<file path="src/rtl/seq_alu.sv">
// seq_alu: handshaked EXE-stage execution unit.
//   Single-cycle ops (ADD/SUB/logic/shifts) complete one cycle after accept.
//   Multiply and divide are iterative: WIDTH CALC cycles, one FIX cycle, then
//   the result is presented with a one-cycle out_valid pulse.
//
// Ports
//   clk        in   rising-edge clock
//   rst        in   asynchronous active-low reset
//   flush      in   synchronous abort, returns the unit to IDLE
//   in_valid   in   operation offered
//   in_ready   out  unit can accept (IDLE only)
//   EXE_CMD    in   4-bit opcode
//   Val1/Val2  in   operands
//   out_valid  out  result pulse
//   res_lo     out  ALU result / product low / quotient
//   res_hi     out  0 / product high / remainder
//   illegal_op out  pulses with out_valid for undefined opcodes
//
// state | meaning
// ------+---------------------------------------------------------
// IDLE  | ready; single-cycle ops complete here
// CALC  | one partial product / quotient bit per cycle
// FIX   | sign correction, divide-by-zero override, result load
`timescale 1ns/1ps
module seq_alu #(
    parameter int WIDTH = 32,
    parameter int SHW   = $clog2(WIDTH)
) (
    input  logic             clk,
    input  logic             rst,
    input  logic             flush,
    input  logic             in_valid,
    output logic             in_ready,
    input  logic [3:0]       EXE_CMD,
    input  logic [WIDTH-1:0] Val1,
    input  logic [WIDTH-1:0] Val2,
    output logic             out_valid,
    output logic [WIDTH-1:0] res_lo,
    output logic [WIDTH-1:0] res_hi,
    output logic             illegal_op
);

    localparam logic [3:0] OP_ADD   = 4'd0;
    localparam logic [3:0] OP_SUB   = 4'd2;
    localparam logic [3:0] OP_AND   = 4'd4;
    localparam logic [3:0] OP_OR    = 4'd5;
    localparam logic [3:0] OP_NOR   = 4'd6;
    localparam logic [3:0] OP_XOR   = 4'd7;
    localparam logic [3:0] OP_SLA   = 4'd8;
    localparam logic [3:0] OP_SRA   = 4'd9;
    localparam logic [3:0] OP_SRL   = 4'd10;
    localparam logic [3:0] OP_MULT  = 4'd11;
    localparam logic [3:0] OP_MULTU = 4'd12;
    localparam logic [3:0] OP_DIV   = 4'd13;
    localparam logic [3:0] OP_DIVU  = 4'd14;

    typedef enum logic [1:0] {S_IDLE, S_CALC, S_FIX} state_t;

    state_t           r_state;
    logic [SHW-1:0]   r_cnt;
    logic [WIDTH-1:0] r_hi;      // partial product high / running remainder
    logic [WIDTH-1:0] r_lo;      // multiplier / dividend shifting into quotient
    logic [WIDTH-1:0] r_b;       // multiplicand or divisor magnitude
    logic [WIDTH-1:0] r_a;       // raw Val1, needed for divide-by-zero
    logic             r_is_div;
    logic             r_neg_q;
    logic             r_neg_r;
    logic             r_dbz;
    logic             r_out_valid;
    logic             r_illegal;
    logic [WIDTH-1:0] r_res_lo;
    logic [WIDTH-1:0] r_res_hi;

    logic [SHW-1:0]     w_shamt;
    logic [WIDTH-1:0]   w_alu;
    logic               w_illegal;
    logic               w_is_multi;
    logic               w_signed;
    logic               w_a_neg;
    logic               w_b_neg;
    logic [WIDTH-1:0]   w_a_mag;
    logic [WIDTH-1:0]   w_b_mag;
    logic [WIDTH:0]     w_sum;
    logic [WIDTH:0]     w_rem_sh;
    logic [WIDTH:0]     w_trial;
    logic               w_ge;
    logic [2*WIDTH-1:0] w_prod_neg;
    logic [WIDTH-1:0]   w_q_fix;
    logic [WIDTH-1:0]   w_r_fix;

    assign in_ready   = (r_state == S_IDLE);
    assign out_valid  = r_out_valid;
    assign illegal_op = r_illegal;
    assign res_lo     = r_res_lo;
    assign res_hi     = r_res_hi;

    assign w_shamt = Val2[SHW-1:0];

    always_comb begin
        w_alu     = '0;
        w_illegal = 1'b0;
        case (EXE_CMD)
            OP_ADD:  w_alu = Val1 + Val2;
            OP_SUB:  w_alu = Val1 - Val2;
            OP_AND:  w_alu = Val1 & Val2;
            OP_OR:   w_alu = Val1 | Val2;
            OP_NOR:  w_alu = ~(Val1 | Val2);
            OP_XOR:  w_alu = Val1 ^ Val2;
            OP_SLA:  w_alu = Val1 << w_shamt;
            OP_SRA:  w_alu = $unsigned($signed(Val1) >>> w_shamt);
            OP_SRL:  w_alu = Val1 >> w_shamt;
            default: w_illegal = 1'b1;
        endcase
    end

    assign w_is_multi = (EXE_CMD == OP_MULT) || (EXE_CMD == OP_MULTU) ||
                        (EXE_CMD == OP_DIV)  || (EXE_CMD == OP_DIVU);
    assign w_signed   = (EXE_CMD == OP_MULT) || (EXE_CMD == OP_DIV);
    assign w_a_neg    = w_signed & Val1[WIDTH-1];
    assign w_b_neg    = w_signed & Val2[WIDTH-1];
    assign w_a_mag    = w_a_neg ? -Val1 : Val1;
    assign w_b_mag    = w_b_neg ? -Val2 : Val2;

    // Shift-add step: add multiplicand when the current multiplier bit is set,
    // then shift the {carry, hi, lo} chain right by one.
    assign w_sum = {1'b0, r_hi} + (r_lo[0] ? {1'b0, r_b} : {(WIDTH+1){1'b0}});

    // Restoring step: the remainder is always below the divisor, so the
    // shifted value fits in WIDTH+1 bits and the kept result in WIDTH bits.
    assign w_rem_sh = {r_hi, r_lo[WIDTH-1]};
    assign w_ge     = (w_rem_sh >= {1'b0, r_b});
    assign w_trial  = w_rem_sh - {1'b0, r_b};

    assign w_prod_neg = -{r_hi, r_lo};
    // Most-negative / -1 needs no special case: the magnitude quotient is
    // 2^(WIDTH-1), both signs negative so it is left as is, remainder 0.
    assign w_q_fix = r_neg_q ? -r_lo : r_lo;
    assign w_r_fix = r_neg_r ? -r_hi : r_hi;

    always_ff @(posedge clk or negedge rst) begin
        if (!rst) begin
            r_state     <= S_IDLE;
            r_cnt       <= '0;
            r_hi        <= '0;
            r_lo        <= '0;
            r_b         <= '0;
            r_a         <= '0;
            r_is_div    <= 1'b0;
            r_neg_q     <= 1'b0;
            r_neg_r     <= 1'b0;
            r_dbz       <= 1'b0;
            r_out_valid <= 1'b0;
            r_illegal   <= 1'b0;
            r_res_lo    <= '0;
            r_res_hi    <= '0;
        end else begin
            r_out_valid <= 1'b0;
            r_illegal   <= 1'b0;
            if (flush) begin
                r_state <= S_IDLE;
                r_cnt   <= '0;
            end else begin
                case (r_state)
                    S_IDLE: begin
                        if (in_valid) begin
                            if (w_is_multi) begin
                                r_state  <= S_CALC;
                                r_cnt    <= '0;
                                r_hi     <= '0;
                                r_lo     <= w_a_mag;
                                r_b      <= w_b_mag;
                                r_a      <= Val1;
                                r_is_div <= (EXE_CMD == OP_DIV) || (EXE_CMD == OP_DIVU);
                                r_neg_q  <= w_a_neg ^ w_b_neg;
                                r_neg_r  <= w_a_neg;
                                r_dbz    <= (Val2 == '0);
                            end else begin
                                r_res_lo    <= w_alu;
                                r_res_hi    <= '0;
                                r_out_valid <= 1'b1;
                                r_illegal   <= w_illegal;
                            end
                        end
                    end
                    S_CALC: begin
                        if (r_is_div) begin
                            r_hi <= w_ge ? w_trial[WIDTH-1:0] : w_rem_sh[WIDTH-1:0];
                            r_lo <= {r_lo[WIDTH-2:0], w_ge};
                        end else begin
                            r_hi <= w_sum[WIDTH:1];
                            r_lo <= {w_sum[0], r_lo[WIDTH-1:1]};
                        end
                        if (r_cnt == SHW'(WIDTH-1)) begin
                            r_state <= S_FIX;
                            r_cnt   <= '0;
                        end else begin
                            r_cnt <= r_cnt + SHW'(1);
                        end
                    end
                    S_FIX: begin
                        if (!r_is_div) begin
                            {r_res_hi, r_res_lo} <= r_neg_q ? w_prod_neg : {r_hi, r_lo};
                        end else if (r_dbz) begin
                            r_res_lo <= '1;
                            r_res_hi <= r_a;
                        end else begin
                            r_res_lo <= w_q_fix;
                            r_res_hi <= w_r_fix;
                        end
                        r_out_valid <= 1'b1;
                        r_state     <= S_IDLE;
                    end
                    default: begin
                        r_state <= S_IDLE;
                        r_cnt   <= '0;
                    end
                endcase
            end
        end
    end

endmodule

</file>
<file path="config.mk">
export PLATFORM = sky130hd
export DESIGN_NAME = seq_alu
export DESIGN_NICKNAME = d
export VERILOG_FILES = /design/src/rtl/seq_alu.sv
export SDC_FILE = /design/constraint.sdc
export NUM_CORES = 1
export LEC_CHECK = 0
export ABC_AREA = 1
export CAP_MARGIN = 20
export CORE_ASPECT_RATIO = 1.5
export CORE_MARGIN = 1.5
export CORE_UTILIZATION = 55
export CTS_CLUSTER_SIZE = 16
export DETAILED_ROUTE_END_ITERATION = 16
export PLACE_DENSITY = 0.76
export SETUP_SLACK_MARGIN = 0.02
export SYNTH_ARGS = -nofsm -noshare
export SYNTH_HDL_FRONTEND = slang
export SYNTH_SLANG_ARGS = --single-unit
</file>
<file path="constraint.sdc">
create_clock -name clk -period 2.43 [get_ports clk]
set_input_delay 0.486 -clock clk [delete_from_list [all_inputs] [get_ports clk]]
set_output_delay 0.486 -clock clk [all_outputs]
set_load 0.02 [all_outputs]
</file>
==> flow_metrics.tcl, run 1 <==
set metrics [dict create \
    fp.dieH_um 274 \
    synth_area_per_cell_um2 5.66 \
    placed_cells 6335 \
    cts_buffers 24 \
    synth.distinct_cells 54 \
    yosys.area_share.simple_pct 43.7 \
    synth_compound_area_share_pct 16.2 \
    gp_congestion 1.24 \
    root_buffer "clkbuf_16" \
    error_line "[ERROR GRT-0116] Global routing finished with congestion. Check the congestion regions in the DRC Viewer." \
    dp_worst_setup_slack_ns -1.64 \
    htreeDepth 1 \
    grt_pass1_vias 49572 \
    netlist_instances 4758 \
    yosys.area_share.adder_pct 7.93 \
    ys_ff_latch 205 \
    synth_nets 4999 \
    grt_max_degree 77 \
    status "did not finish" \
    lastStage "global routing" \
    synth_top_family_by_area "simple AND/OR/NAND/NOR gates" \
    grtUsageTotal_pct 87.3 \
    cts_sinks 205 \
    synthesis.area_um2 26900 \
    grt_pass1_wl_um 341000 \
    ys_async_sr_fraction_pct 100 \
    synth-xor-area-share_pct 2.60 \
    synthMuxAreaShare_pct 0 \
    port_buffers 138 \
    cts_max_path_buffers 3 \
    seq_area_frac_synth_pct 19.0 \
    num_rows 99 \
    yosys_warnings 0 \
    fp.dieW_um 184 \
    ys.flop_type "dfrtp_1" \
    dpl.hpwl_um 120000 \
    synth_edf_count 0 \
    ios 139 \
    start_util_pct 55.5 \
    grt_overflow_total 2043 \
]
## stage by stage
stage / area, µm² / TNS, ns
after floorplan: 27100 / -22.31
after global placement: 36200 / -92.38
after detailed placement: 36200 / -103.20
after CTS: 41200 / -9.30
## synth_stat cells, types with 7 or more instances
| cell type | n | share of area (%) |
|---|---|---|
| or2_2 | 11 | 0.26 |
| nor2_1 | 431 | 6.0 |
| clkbuf_1 | 89 | 1.2 |
| inv_1 | 519 | 7.2 |
| nor2_2 | 13 | 0.30 |
| nand3b_1 | 20 | 0.56 |
| nor3_1 | 56 | 1.0 |
| o211ai_1 | 37 | 1.0 |
| inv_2 | 16 | 0.22 |
| and2_1 | 13 | 0.30 |
| buf_2 | 53 | 0.98 |
| nor2_4 | 9 | 0.38 |
| a22oi_1 | 26 | 0.72 |
| buf_1 | 35 | 0.49 |
| nand3_1 | 571 | 11 |
| o21ai_0 | 337 | 6.3 |
| o21a_1 | 7 | 0.20 |
| o21ai_1 | 15 | 0.28 |
| xnor2_1 | 18 | 0.59 |
| nor4_1 | 11 | 0.26 |
| nand4_1 | 69 | 1.6 |
| ha_1 | 166 | 7.7 |
| a31oi_1 | 31 | 0.72 |
| nand2_1 | 1553 | 22 |
| o21bai_1 | 17 | 0.47 |
| buf_4 | 8 | 0.22 |
| xor2_1 | 62 | 2.0 |
| a21oi_1 | 291 | 5.4 |
| dfrtp_1 | 205 | 19 |
## repair_timing
action | CTS
gates cloned | 6
endpoints found under the hold margin | 50
gates resized for setup | 813
buffers inserted | 139
setup endpoints to repair | 84
hold buffers | 1
pin swaps | 336
## logic make-up after synthesis
| family | after synthesis |
|---|---|
| flip-flops | 205 |
| AO/OA/AOI/OAI | 799 |
| buffers and inverters | 725 |
| AND/OR/NAND/NOR | 2780 |
| adder cells (fa/ha/maj) | 169 |
| XOR/XNOR | 80 |
## per-layer routing
metal | GRT usage [%] | GRT overflow
met1 | 82.8 | 35
met2 | 110 | 1426
met3 | 66.3 | 41
met4 | 96.7 | 530
met5 | 32.5 | 11
==> run 2, diff against run 1 <==
Settings changed: CORE_ASPECT_RATIO 1.5 to default, CORE_UTILIZATION 55 to 40, CTS_CLUSTER_SIZE 16 to default, PLACE_DENSITY 0.76 to default, PLACE_DENSITY_LB_ADDON from default to 0.15, SETUP_SLACK_MARGIN 0.02 to default.
Clock period 2.43 ns to 3.2 ns, I/O delays scaled along.
==> run 2 against run 1 <==
  * The flow now finishes, with violations (negative hold slack)
  * Area after synthesis did not move
  * Synthesized cell count did not move
==> flow_metrics.tcl, run 2 <==
set metrics [dict create \
    antenna_found_initial 6 \
    root_buffer "clkbuf_16" \
    rsz0062_at_grt "true" \
    wl_per_cell_um 23.6 \
    cp_slowest_cell "ha_1" \
    grt_pass1_vias 32334 \
    fin_util_pct 53.8 \
    p_switching_mw 11.4 \
    fp.dieH_um 263 \
    layout_commonest_cell "nand2_1" \
    grtUsageTotal_pct 41.3 \
    dpl.hpwl_um 119000 \
    num_rows 94 \
    final_max_slew_viol_count 0 \
    cp-end-kind "register" \
    ys.flop_type "dfrtp_1" \
    crit_buf_inv 6 \
    p_int_mw 9.89 \
    via_count 35229 \
    status "complete, but fails checks" \
    postRouteAntennaNets 0 \
    port_buffers 138 \
    hold_slack_ns -0.00494 \
    final_nets 5600 \
    hold_path_class "input pin to async pin" \
    grt_pass1_wl_um 213000 \
    cts_max_path_buffers 3 \
    ios 139 \
    seq_area_frac_synth_pct 19.0 \
    ys_async_sr_fraction_pct 100 \
    fillers 7029 \
    htreeDepth 1 \
    layout_common_cells "nand2_1, buf_4, nand3_1" \
    violations "negative hold slack" \
    switching_share_pct 53.6 \
    ff2ff_setup_slack_ns 0.20 \
    path_cells "dlygate4sd2_1 -> buf_4 -> inv_1 -> nand4_1 -> nor2_2 -> nand2_2 -> xor2_2 -> a21oi_2 -> buf_4 -> ha_1 -> buf_4 -> nand2_1 -> buf_4 -> nor3b_4 -> nand4_1 -> nand3_1 -> nand2_1 -> nand3_2 -> nand3_1 -> nand2_1 -> nand2_1" \
    holdBufCountCts 0 \
    grt_max_degree 75 \
    synth_edf_count 0 \
    hold_violations 6 \
    drive_gt1_share_pct 17.5 \
    fin_setup_tns_ns 0 \
    yosys.area.top_type "nand2_1" \
    p_comb_share_pct 65.8 \
    cp_top_family "simple AND/OR/NAND/NOR gates" \
    cts_sinks 205 \
    power_density_nw_per_um2 599 \
    slowest_delay_ns 0.32 \
    path_clk_slew_ns 0.07 \
    synth_nets 4999 \
    ys_ff_latch 205 \
    wirelength_um 148000 \
    cp_max_fo 5 \
    critPathKind "input pin to register" \
    pwr-share-seq_pct 19.3 \
    drc 0 \
    coreArea_um2 66200 \
    period_share_pct 96.9 \
    drv_cap 0 \
    worstMarginPinSlew_ns 1.06 \
    synthesis.area_um2 26900 \
    finalSetupViolCount 0 \
    cp-start-kind "input pin" \
    fin_crit_ns 3.10 \
    synth_top_area_share_pct 21.6 \
    finClkSkew_ns 0.0269 \
    synth.most_common_cell "nand2_1" \
    start_util_pct 40.7 \
    tritoncts "done" \
    synth_area_per_cell_um2 5.66 \
    clockPowerShare_pct 15.0 \
    yosys-top-cells-area "nand2_1, dfrtp_1, nand3_1" \
    worst_ep_required_time_ns 3.70 \
    netlist_instances 4758 \
    first_pass_iters 8 \
    cts_buffers 27 \
    yosys-top-cells-count "nand2_1, nand3_1, inv_1, nor2_1, o21ai_0" \
    die_area_um2 68900 \
    ir_drop_v 0.000353 \
    fp.dieW_um 263 \
    drt_iter0_markers 4012 \
    grt_overflow_total 0 \
    cp.arrival_ns 3.60 \
    syn2layout_area_growth_pct 32.3 \
    synth.distinct_cells 54 \
    leakage_nw 18.6 \
    slew_headroom_pct 29.2 \
    clock_latency_ns 0.61 \
    yosys_warnings 0 \
    vias_per_cell 5.64 \
    max_freq_ghz 0.322 \
    gp_congestion 1.10 \
]
-- run 2: cell counts after synthesis --
Identical to the previous run, type by type.
-- run 2: layer usage --
layer | vias up | part of all wire [%] | global-route usage [%]
li1 | 16804 | - | -
met1 | 16157 | 39 | 51.9
met2 | 1802 | 43 | 64.5
met3 | 460 | 9.6 | 7.84
met4 | 6 | 8.5 | 27.3
met5 | - | 0.028 | 0
-- run 2: worst paths after layout --
path,endpoint,startpoint,cells past startpoint
setup reg to reg,r_hi[26],r_lo[0],16
max in group asynchronous,r_is_div,rst,2
hold / removal,r_hi[28],rst,1
min in group clk,res_hi[28],res_hi[28],2
setup / recovery,res_lo[20],Val2[5],21
hold reg to reg,res_hi[28],res_hi[28],2
-- run 2: through the flow --
step                cells  power (mW)  setup slack (ns)  hold WS (ns)  instance area, µm²
floorplan            4758        12.0            -0.395         0.344               27100
global placement     6151        17.4             -1.10         0.463               33500
detailed placement   6151        17.4             -1.09         0.465               33500
CTS                  6225        20.8           0.00243       0.00327               34900
global route         6244        22.7           -0.0669        0.0322               35600
finish               6246        21.3            0.0990      -0.00494               35600
-- run 2: final cells by class --
type	instances	area (µm²)	share of cell area, %
timing repair buffer	759	6490	18.2
tap	864	1080	3.03
sequential	205	5130	14.4
clock inverter	9	87.6	0.246
multi-input combinational	3828	20000	56.1
clock buffer	40	815	2.29
antenna	3	7.51	0.0211
inverter	538	2030	5.70
-- run 2: logic make-up (layout without fill, tap and decap cells) --
kind of cell    after synthesis  after routing  share of synthesized area [%]
simple gates               2780           2780                           43.7
compound gates              799            799                           16.2
buf+inv                     725           1346                           10.5
flops                       205            205                           19.0
fa+ha+maj                   169            169                           7.93
xor+xnor                     80             80                           2.60
other cells                   0              3                              0
-- run 2: power groups by stage --
stage	clock (mW)	combinational (mW)	sequential [mW]
after CTS	3.22	13.5	4.05
after global placement	0	13.3	4.08
after global routing	3.31	15.2	4.15
after detailed placement	0	13.3	4.09
final	3.19	14.0	4.12
after floorplan	0	7.99	3.99
-- run 2: what timing repair did --
action / 4_1_cts / 5_1_grt
resized for setup: 106 / 169
setup buffers: 25 / 18
pin swaps: 71 / 75
setup endpoints to repair: 26 / 24
-- run 2: worst reg2reg max path, stage by stage (launching register included) --
cell and delay (ns):
dfrtp_1 0.60, buf_12 0.25, nand2_1 0.08, inv_1 0.12
ha_1 0.30, nand2_1 0.13, inv_1 0.05, a21oi_1 0.20
nand2_1 0.20, a21oi_1 0.30, inv_1 0.11, nand2_1 0.09
a21oi_1 0.07, nor2_1 0.17, nor2_1 0.08, nand2_1 0.07
nand2_1 0.06
Power figures use the tool's default switching activity.
